[src/rtl/alu_sequencer.sv]
// alu_sequencer: multi-cycle fetch/decode/execute sequencer for a simple ALU.
// Each instruction is two bytes (opcode, address) read from an instruction
// memory with one cycle of read latency, then executed in five cycles:
// F_OP, F_ADDR, RD, EX, WB. No pipelining.
//
// Ports:
//   clk, rst                  clock, asynchronous active-high reset
//   start                     level; leaves IDLE when sampled high
//   pc_out                    instruction memory read address
//   mem_data                  memory read data (valid one cycle after pc_out)
//   alu_instruct/alu_address  latched opcode and address bytes
//   rf_rd_addr1/2, rf_rd_data1/2  register file read port
//   alu_data1/2, alu_result   registered ALU operands, combinational result
//   rf_we, rf_wr_sel, rf_wr_data  register file write port (one-hot select)
//   busy, halted, illegal, instr_count  status
module alu_sequencer #(
  parameter logic [7:0] PC_RESET = 8'h00
) (
  input  logic       clk,
  input  logic       rst,
  input  logic       start,
  output logic [7:0] pc_out,
  input  logic [7:0] mem_data,
  output logic [7:0] alu_instruct,
  output logic [7:0] alu_address,
  output logic [2:0] rf_rd_addr1,
  output logic [2:0] rf_rd_addr2,
  input  logic [7:0] rf_rd_data1,
  input  logic [7:0] rf_rd_data2,
  output logic [7:0] alu_data1,
  output logic [7:0] alu_data2,
  input  logic [7:0] alu_result,
  output logic       rf_we,
  output logic [3:0] rf_wr_sel,
  output logic [7:0] rf_wr_data,
  output logic       busy,
  output logic       halted,
  output logic       illegal,
  output logic [7:0] instr_count
);

  typedef enum logic [2:0] {IDLE, F_OP, F_ADDR, RD, EX, WB, HALT} state_t;

  state_t     state;
  logic [7:0] pc;
  logic [4:0] opc;
  logic       is_alu, is_nop, is_halt, is_ill;

  assign opc     = alu_instruct[4:0];
  assign is_alu  = ((opc >= 5'h01) && (opc <= 5'h0F)) || (opc == 5'h11) || (opc == 5'h12);
  assign is_nop  = (opc == 5'h00);
  assign is_halt = (opc == 5'h1F);
  assign is_ill  = !(is_alu || is_nop || is_halt);

  // Address byte is fetched one address after the opcode byte.
  assign pc_out      = (state == F_ADDR) ? pc + 8'd1 : pc;
  assign rf_rd_addr1 = alu_address[7:5];
  assign rf_rd_addr2 = alu_address[4:2];
  // ALU result is only valid once the operands are registered, i.e. in WB,
  // so the write data follows it combinationally while the write is enabled.
  assign rf_wr_data  = rf_we ? alu_result : 8'h00;

  always_ff @(posedge clk or posedge rst) begin
    if (rst) begin
      state        <= IDLE;
      pc           <= PC_RESET;
      alu_instruct <= 8'h00;
      alu_address  <= 8'h00;
      alu_data1    <= 8'h00;
      alu_data2    <= 8'h00;
      rf_we        <= 1'b0;
      rf_wr_sel    <= 4'b0000;
      busy         <= 1'b0;
      halted       <= 1'b0;
      illegal      <= 1'b0;
      instr_count  <= 8'h00;
    end else begin
      case (state)
        IDLE: begin
          if (start) begin
            state <= F_OP;
            busy  <= 1'b1;
          end
        end
        F_OP:   state <= F_ADDR;
        F_ADDR: begin
          alu_instruct <= mem_data;
          state        <= RD;
        end
        RD: begin
          alu_address <= mem_data;
          state       <= EX;
        end
        EX: begin
          alu_data1 <= rf_rd_data1;
          alu_data2 <= rf_rd_data2;
          // Write strobe is registered here so it is high for WB only and
          // an asynchronous reset during WB drops it at once.
          if (is_alu) begin
            rf_we     <= 1'b1;
            rf_wr_sel <= 4'(4'b0001 << alu_address[1:0]);
          end
          state <= WB;
        end
        WB: begin
          rf_we     <= 1'b0;
          rf_wr_sel <= 4'b0000;
          if (is_halt) begin
            state  <= HALT;
            busy   <= 1'b0;
            halted <= 1'b1;
          end else begin
            pc          <= pc + 8'd2;
            instr_count <= instr_count + 8'd1;
            if (is_ill) illegal <= 1'b1;
            state <= F_OP;
          end
        end
        HALT:    state <= HALT;
        default: state <= IDLE;
      endcase
    end
  end

endmodule

[config.mk]
export PLATFORM = sky130hd
export DESIGN_NAME = alu_sequencer
export DESIGN_NICKNAME = d
export VERILOG_FILES = /design/src/rtl/alu_sequencer.sv
export SDC_FILE = /design/constraint.sdc
export NUM_CORES = 1
export LEC_CHECK = 0
export ABC_AREA = 1
export ABC_CLOCK_PERIOD_IN_PS = 2120
export CELL_PAD_IN_SITES_DETAIL_PLACEMENT = 1
export CELL_PAD_IN_SITES_GLOBAL_PLACEMENT = 2
export CORE_MARGIN = 2
export CORE_UTILIZATION = 25
export CTS_BUF_LIST = sky130_fd_sc_hd__clkbuf_4
export CTS_CLUSTER_DIAMETER = 80
export CTS_CLUSTER_SIZE = 25
export DETAILED_ROUTE_END_ITERATION = 7
export PLACE_DENSITY = 0.82
export SKIP_LAST_GASP = 1
export SLEW_MARGIN = 20
export SYNTH_ARGS = -nofsm -noshare
export SYNTH_HDL_FRONTEND = slang
export SYNTH_SLANG_ARGS = --single-unit
export TNS_END_PERCENT = 50
[constraint.sdc]
create_clock -name clk -period 2.12 [get_ports clk]
set_input_delay 0.212 -clock clk [delete_from_list [all_inputs] [get_ports clk]]
set_output_delay 0.212 -clock clk [all_outputs]
set_load 0.05 [all_outputs]
==> results.yml <==
route:
  drt-wirelength-per-cell_um: 12.4
  drc_errors: 0
  wl_um: 7180
  ant_nets: 0
  drt_iter0_markers: 74
  drt_first_pass_iters: 4
  viasPerCell: 4.22
  vias: 2449
clock_tree:
  postCtsSetupBuffers: 0
  ctsHoldBuffers: 0
  insertion_delay_ps: 410
  path_clk_slew_ps: 120
  clk_path_buf_depth: 2
  cts-root-buf: "clkbuf_4"
  cts_tree: "built"
  htree_levels: 3
  clock_sinks: 58
  numCtsBuffers: 9
  cts_resized: 0
worst_setup_path:
  r2r_slack_ps: 560
  slowest_delay_ps: 860
  r2r_end: "alu_address[1]"
  cp.required_ps: 1910
  regToRegStartpoint: "state[2]"
  slowest_stage: "clkdlybuf4s50_1"
  reg2reg_depth: 4
  end_kind: "output port"
  crit_cells: 1
  crit_type: "reg2out"
  critical_path.top_delay_family: "buffers and inverters"
  cp.arrival_ps: 1770
  critPathLaunchType: "register"
  cp_cell_sequence: "clkdlybuf4s50_1"
  critPathMaxFanout: 10
  crit_buf_inv: 1
pwr:
  finalPower_w: 0.00688
  clock_power_share: 0.120
  power_switching_w: 0.00368
  p_int_w: 0.00321
  power_frac_comb: 0.595
  powerDensity_mw_per_mm2: 1720
  switching_share: 0.534
  ir_drop_v: 0.000906
  p_seq_frac: 0.285
  leakage_nw: 2.01
timing:
  setup_viol: 0
  tns_ps: 0
  hold_viol: 0
  fmax_mhz: 504
  relSlewSlack: 0.568
  fin_crit_sh: 0.936
  maxSlewViolCount: 0
  skew_ps: 13.7
  worst_pin_slew_ps: 646
  rsz0062_at_grt: "false"
  finalCriticalPeriod_ps: 1980
  layout_setup_ws_ps: 135
cells_and_area:
  layoutNonFillerInstCount: 581
  final_cell_mix: "145 x nand2_1, 95 x clkdlybuf4s50_1, 58 x dfrtp_1, 42 x inv_1"
  layout_commonest_cell: "nand2_1"
  drive_gt1_frac: 0.0839
  area_delta_synth_final_pct: 46.7
  antennaDiodeCount: 0
  final_nets: 473
global_routing:
  globalRouteMet1Util: 0.167
  gr-total-overflow: 0
  antenna_found_initial: 0
  grt_busiest_layer: "met2"
  met2_usage: 0.224
  globalRouteMet3Util: 0.0464
  grt_use_total: 0.135
  grt_pass1_vias: 2624
  grt_start_max_net_pins: 23
  grt_pass1_wl_um: 12400
placed_design:
  place_inst: 565
  dp_hpwl_um: 5290
  place.port_buffers: 104
  pre_cts_ws_ps: 539
  gp_congestion: 0.688
synth:
  syn-cell-area_mm2: 0.00272
  synthTopCellsByArea: "dfrtp_1 53%, nand2_1 20%, inv_1 5.9%, nand3_1 3.3%, o21ai_0 3.3%"
  netlist-cell-type-count: 26
  synth_nets: 370
  synth.largest_area_cell: "dfrtp_1"
  yosysWarnings: 0
  ys_seq_area_frac: 0.533
  netlist.area_leader.share: 0.533
  ys_ff_latch: 58
  syn_area_per_cell_um2: 8.18
  syn_inst: 333
die:
  rows: 38
  pin_count: 105
  die_h_um: 108
  chipWidth_um: 108
  core_mm2: 0.0107
  dieArea_mm2: 0.0117
  start_util: 0.253
hold_path:
  hold_class: "in2async"
run:
  cap_violations: 0
outcome:
  outcome: "finished, final reports clean"
==> power by group through the flow <==
stage               clock network [W]  logic [W]  registers (W)
floorplan                           0    0.00145        0.00337
global placement                    0    0.00410        0.00198
detailed placement                  0    0.00415        0.00199
CTS                          0.000871    0.00416        0.00198
global route                 0.000916    0.00441        0.00204
finish                       0.000824    0.00410        0.00196
==> kinds of logic after synthesis <==
family          Yosys count  synth area share
buf+inv                  59             0.100
xor+xnor                  3           0.00965
simple gates            186             0.297
flops                    58             0.533
fa+ha+maj                 2           0.00919
compound gates           25            0.0506
==> worst max path at each step <==
stage | start | endpoint | slack, ps
floorplan | rst | alu_address[0] | 480
finish | rf_we | rf_we | 140
global placement | rf_we | rf_we | 570
CTS | rf_we | rf_we | 80
global route | rf_we | rf_we | 4
detailed placement | state[2] | alu_address[7] | 540
==> layer usage <==
metal,part of all wire,wire length [um],up-vias
met2,0.49,3550,51
met3,0.048,343,6
met4,0.0085,61,0
met1,0.45,3230,1167
met5,0,0,-
li1,-,-,1225
==> metrics by stage <==
| stage | util | hold WS, ps | area [um2] |
|---|---|---|---|
| 6_report | 0.372 | 150 | 4000 |
| 5_1_grt | 0.372 | 171 | 4000 |
| 4_1_cts | 0.372 | 135 | 4000 |
| 3_5_place_dp | 0.359 | 462 | 3850 |
| 3_3_place_gp | 0.359 | 455 | 3850 |
| 2_1_floorplan | - | 329 | 2720 |
==> synth_stat cells <==
library cell,instances
a21o_1,1
nand3b_1,3
o21ai_2,1
clkbuf_1,2
nand2_2,1
nor2_4,2
xor2_1,2
nand3_4,2
buf_2,2
inv_1,43
ha_1,2
inv_2,2
dfrtp_1,58
buf_4,7
o21ai_0,18
buf_6,3
nor2_1,7
nor3_1,1
nor2_8,1
nand3_1,18
nand4_1,6
xnor2_1,1
a31oi_1,1
a21oi_1,2
o211ai_1,2
nand2_1,145
==> flip-flops by register name, indices dropped and copies added (netlist names), 3 cells and up <==
signal,cells
rf_wr_sel,4
instr_count,8
alu_address,8
alu_instruct,8
pc,7
alu_data1,8
state,3
alu_data2,8
==> cell type report <==
| class | instances | area (um2) |
|---|---|---|
| sequential | 58 | 1450 |
| timing repair buffer | 106 | 1060 |
| inverter | 45 | 169 |
| clock buffer | 10 | 75.1 |
| tap | 140 | 175 |
| fill | 1337 | 6750 |
| clock inverter | 6 | 67.6 |
| multi-input combinational | 216 | 998 |
No activity file was read; power rests on OpenSTA's default activity.
